File: src/rtl/minrv32_seq.sv
// minrv32_seq: multicycle sequencer around the combinational minrv32 core.
// Holds the architectural pc and instruction word, fetches over a shared bus,
// runs the load/store data phase, and commits each instruction with a single
// rf_we/retire strobe. Also tracks halt, trap and the retired-instruction count.
//
// Ports:
//   clk, resetn                 clock, asynchronous active-low reset
//   pc, insn                    architectural pc and held instruction (to core)
//   core_pc_next, core_trap     next pc / illegal-instruction flag (from core)
//   core_rd_valid               core intends an rd write
//   core_mem_valid/addr/wdata/wstrb  data access request from the core
//   core_mem_rdata              latched load data (to core)
//   rf_we                       register-file write strobe, one cycle per commit
//   bus_valid/instr/addr/wdata/wstrb, bus_ready, bus_rdata   shared memory bus
//   halt_req, halted            stop request at instruction boundary / halted
//   trap                        sticky trap indicator
//   retire, instret             retire pulse and retired-instruction counter
module minrv32_seq #(
    parameter logic [31:0] PROGADDR_RESET = 32'h0000_0000,
    parameter logic [7:0]  WAIT_LIMIT     = 8'd16
) (
    input  logic        clk,
    input  logic        resetn,
    output logic [31:0] pc,
    output logic [31:0] insn,
    input  logic [31:0] core_pc_next,
    input  logic        core_trap,
    input  logic        core_rd_valid,
    input  logic        core_mem_valid,
    input  logic [31:0] core_mem_addr,
    input  logic [31:0] core_mem_wdata,
    input  logic [3:0]  core_mem_wstrb,
    output logic [31:0] core_mem_rdata,
    output logic        rf_we,
    output logic        bus_valid,
    output logic        bus_instr,
    input  logic        bus_ready,
    output logic [31:0] bus_addr,
    output logic [31:0] bus_wdata,
    output logic [3:0]  bus_wstrb,
    input  logic [31:0] bus_rdata,
    input  logic        halt_req,
    output logic        halted,
    output logic        trap,
    output logic        retire,
    output logic [31:0] instret
);

    typedef enum logic [2:0] {BOOT, FETCH, EXEC, MEM, WB, HALT, TRAP} state_t;

    state_t     state, state_nxt;
    logic [7:0] wait_cnt;
    logic       in_xfer;
    logic       do_commit;
    logic       misaligned;
    logic       commit_ok;
    logic       wd_expire;
    logic       entering_xfer;

    // Shared decision terms used by both the next-state and output logic.
    always_comb begin
        in_xfer       = (state == FETCH) || (state == MEM);
        do_commit     = ((state == EXEC) && !core_trap && !core_mem_valid) || (state == WB);
        misaligned    = (core_pc_next[1:0] != 2'b00);
        commit_ok     = do_commit && !misaligned;
        // Last tolerated wait cycle: a still-low ready here means the transfer is dead.
        wd_expire     = (WAIT_LIMIT != 8'd0) && in_xfer && !bus_ready &&
                        (wait_cnt == WAIT_LIMIT - 8'd1);
        entering_xfer = ((state_nxt == FETCH) || (state_nxt == MEM)) && (state_nxt != state);
    end

    // State register
    always_ff @(posedge clk or negedge resetn) begin
        if (!resetn) state <= BOOT;
        else         state <= state_nxt;
    end

    // Next-state logic
    always_comb begin
        state_nxt = state;
        case (state)
            BOOT:  state_nxt = halt_req ? HALT : FETCH;
            FETCH: begin
                if (bus_ready)      state_nxt = EXEC;
                else if (wd_expire) state_nxt = TRAP;
            end
            EXEC: begin
                if (core_trap)           state_nxt = TRAP;
                else if (core_mem_valid) state_nxt = MEM;
                else if (misaligned)     state_nxt = TRAP;
                else                     state_nxt = halt_req ? HALT : FETCH;
            end
            MEM: begin
                if (bus_ready)      state_nxt = WB;
                else if (wd_expire) state_nxt = TRAP;
            end
            WB: begin
                if (misaligned) state_nxt = TRAP;
                else            state_nxt = halt_req ? HALT : FETCH;
            end
            HALT:    if (!halt_req) state_nxt = FETCH;
            TRAP:    state_nxt = TRAP;
            default: state_nxt = BOOT;
        endcase
    end

    // Output logic; reset forces state to BOOT asynchronously, so all of these drop at once.
    always_comb begin
        bus_valid = in_xfer;
        bus_instr = (state == FETCH);
        bus_addr  = '0;
        bus_wdata = '0;
        bus_wstrb = '0;
        if (state == FETCH) begin
            bus_addr = pc;
        end else if (state == MEM) begin
            bus_addr  = core_mem_addr;
            bus_wdata = core_mem_wdata;
            bus_wstrb = core_mem_wstrb;
        end
        rf_we  = commit_ok && core_rd_valid;
        retire = commit_ok;
        halted = (state == HALT);
        trap   = (state == TRAP);
    end

    // Architectural registers and watchdog counter
    always_ff @(posedge clk or negedge resetn) begin
        if (!resetn) begin
            pc             <= PROGADDR_RESET;
            insn           <= 32'h0000_0013;
            core_mem_rdata <= '0;
            instret        <= '0;
            wait_cnt       <= '0;
        end else begin
            if ((state == FETCH) && bus_ready) insn <= bus_rdata;
            if ((state == MEM) && bus_ready)   core_mem_rdata <= bus_rdata;
            if (commit_ok) begin
                pc      <= core_pc_next;
                instret <= instret + 32'd1;
            end
            if (entering_xfer)                wait_cnt <= '0;
            else if (in_xfer && !bus_ready)   wait_cnt <= wait_cnt + 8'd1;
        end
    end

endmodule

File: config.mk
export PLATFORM = sky130hd
export DESIGN_NAME = minrv32_seq
export DESIGN_NICKNAME = d
export VERILOG_FILES = /design/src/rtl/minrv32_seq.sv
export SDC_FILE = /design/constraint.sdc
export NUM_CORES = 1
export LEC_CHECK = 0
export CORE_AREA = 2 2 132 134
export CTS_CLUSTER_DIAMETER = 150
export CTS_CLUSTER_SIZE = 24
export DETAILED_ROUTE_END_ITERATION = 6
export DIE_AREA = 0 0 134 136
export GPL_TIMING_DRIVEN = 0
export PLACE_DENSITY = 0.83
export SYNTH_ARGS = -nofsm -noshare
export SYNTH_HDL_FRONTEND = slang
export SYNTH_SLANG_ARGS = --single-unit
export TNS_END_PERCENT = 1
File: constraint.sdc
create_clock -name clk -period 2.5 [get_ports clk]
set_clock_uncertainty 0.1 [all_clocks]
set_input_delay 0.5 -clock clk [delete_from_list [all_inputs] [get_ports clk]]
set_output_delay 0.5 -clock clk [all_outputs]
set_load 0.01 [all_outputs]
==> metrics.txt <==
Sw Ratio=32.4%; Slew Viols, Final=0; Reg clk slew, reported paths=about 0.060 ns; Slowest-stage cell, CP=dfrtp_1; Arr. time, crit path=2.07 ns; RR Startpoint=state[2]; hold path start=insn[15]; r2r setup slk=0.43 ns; most frequent cells in the layout=clkdlybuf4s50_1 (262), dfrtp_1 (136), mux2_2 (90); FF+latch count, synth=around 140; core footprint=around 17000 sq um; Worst Setup End Kind=primary output; Die Y=approximately 140 um; Worst Tran Pin Value=between 0.6 and 0.7 ns; Max Fanout on Critical Path=19; leakage=roughly 0.005 uW; Final min period=2.67 ns; Critical Path Max Stage Delay=0.36 ns; GRT Max-Usage Layer=met2; hold endpoint=insn[15]; crit path cell chain=buf_4 > nor2b_1 > a22oi_4 > inv_2 > buf_12 > and2_1 > dlygate4sd2_1; DRC Markers=0; met3 Use GR=approximately 6.4%; RSZ-0062 raised after global routing=true; Post-DP HPWL=approximately 15 mm; Bufs and invs on worst path=4; count of cell types in the netlist=47; met2 usage=around 40%; status=complete, but fails checks; detailed-route via count=around 5500; Avg Inst Size Synth=between 10 and 15 sq um; Routed WL=just over 20 mm; maximum clock rate=~0.37 GHz; drt initial violations=~140; DRT Pass-1 Iters=4; antenna violations before repair=2; Total GRT Usage=22.4%; failing checks=negative setup slack; CTS tree=done; Post-synth EDFFs=0; required time of the worst setup path=roughly 1.9 ns; total power=roughly 12000 uW; end of the worst register-to-register path=insn[28]; Final period util=107%; setup ws final=-0.174 ns; DR vias/cell=between 4 and 5; GPL Wtd Cong=between 0.8 and 0.9; worst reg2reg path depth=8; Pwr Density=roughly 1100 nW/um^2; Clock Sinks=~140; first-pass GRT wire length=around 31 mm; Initial Utilization=about two fifths; die area=between 15000 and 20000 sq um; WL per Instance=between 15 and 20 um; largest net degree at the start of global routing=98; Worst Hold Slack=0.391 ns; cell area after synthesis=between 6000 and 7000 sq um; Root Buffer=clkbuf_16; Clk pwr share=between 20% and 30%; vias in the first global route=~5500; dpl ws=-0.800 ns; internal power=around 8000 uW; sequential share of power=between 30% and 40%; Final Setup Violations=3; Comb pwr share=a little under half; cts bufs inserted=17; Slew headroom=55.9%; DRT antenna net count=0; Nets=1029; htree depth=4; grt total ovfl=0; startpoint types=flop; Layout area overhead=66.0%; Seq/Total Area, Yosys=approximately 53%; most common library cell in the layout ignoring fill and taps=clkdlybuf4s50_1; Die Width=~130 um; Synth Flop Type=dfrtp_1; Net Sw Power=3820 uW; met1 Use GR=between 20% and 30%; post-synth net total=approximately 670; CP delay by family, top=buffers and inverters; Hold Crit Class=flop to flop; Hold Fails Final Rpt=0; Rows=48; clk_lat worst skew=~0.42 ns; Hold Path Cell Cnt=1; Top-Level Pins=~340; Synth Instances=roughly 530; max-cap violations=0; Peak supply drop=0.589 mV; yosys warns=0; crit path launch=state[0]; Max Root-Sink Buffers=2; share of layout cells above drive strength 1=22.9%; I/O Buffers=340; fraction of registers with async set/reset=100%; kind of critical path=flop to primary output
[cells by family after synthesis]
family | share of synthesized area (%)
flops | 53.0
xor+xnor | 5.07
compound gates | 2.13
buf+inv | 3.07
mux | 21.4
fa+ha+maj | 0.381
simple gates | 14.9
[layout make-up]
| type | instances | area [sq um] |
|---|---|---|
| tap | 225 | 282 |
| inverter | 4 | 15.0 |
| clock inverter | 12 | 196 |
| buffer | 30 | 267 |
| multi-input combinational | 352 | 2940 |
| clock buffer | 20 | 437 |
| timing repair buffer | 344 | 3290 |
| antenna | 1 | 2.50 |
| sequential | 139 | 3480 |
| fill | 1319 | 5970 |
[metrics by stage]
step                      TNS (ns)  utilization, %  cells  cell area, sq um
after floorplan                  0               -    526              6570
after global placement     -665.94            60.8   1091             10300
after detailed placement    -10.04            60.9   1092             10300
after CTS                   -0.467            65.0   1126             11000
after global routing         -1.52            64.6   1127             10900
final                       -0.369            64.6   1127             10900
[worst max-delay path by stage]
| stage | end | depth (start not counted) |
|---|---|---|
| finish | rf_we | 7 |
| global route | rf_we | 7 |
| CTS | bus_addr[25] | 6 |
| detailed placement | rf_we | 8 |
| global placement | insn[21] | 1 |
| floorplan | rf_we | 6 |
[Yosys cell counts (all sizes together), types with 6 or more instances]
library cell | n | share of area (%)
dfrtp | 136 | 52
mux2 | 95 | 16
and2 | 41 | 3.9
nor2 | 38 | 2.2
mux2i | 33 | 5.0
xor2 | 25 | 3.3
buf | 22 | 2.3
nand2 | 16 | 0.91
nor3 | 13 | 1.1
nor4 | 13 | 2.1
xnor2 | 13 | 1.7
clkbuf | 10 | 0.57
nand3 | 10 | 0.76
a21oi | 9 | 0.69
nand4 | 7 | 0.67
and3 | 6 | 0.57
[registers in the layout, summed over array words and instances, names as in the netlist]
signal	count
wait_cnt	8
state	3
insn	32
pc	32
core_mem_rdata	32
instret	32
[power groups by stage]
stage / clock (uW) / combinational [uW] / sequential (uW)
after global placement: 0 / 5410 / 3650
after detailed placement: 0 / 5500 / 3690
after floorplan: 0 / 2130 / 3970
after CTS: 2760 / 5500 / 3660
final: 2710 / 5440 / 3670
after global routing: 2860 / 5780 / 3770
[per-layer routing]
layer / vias up / routed length (um)
met4: 2 / 609
li1: 2563 / -
met1: 2714 / 8100
met2: 201 / 10700
met3: 42 / 1370
met5: - / 13
[repair_timing]
item                                   4_1_cts  5_1_grt
endpoints found under the hold margin       42        0
cloned                                       1        0
setup buffers                                2        0
resized for setup                          117       61
pin swaps                                    4        0
setup endpoints to repair                   74       66
hold buffers                                 1        0
Power figures use the tool's default switching activity.
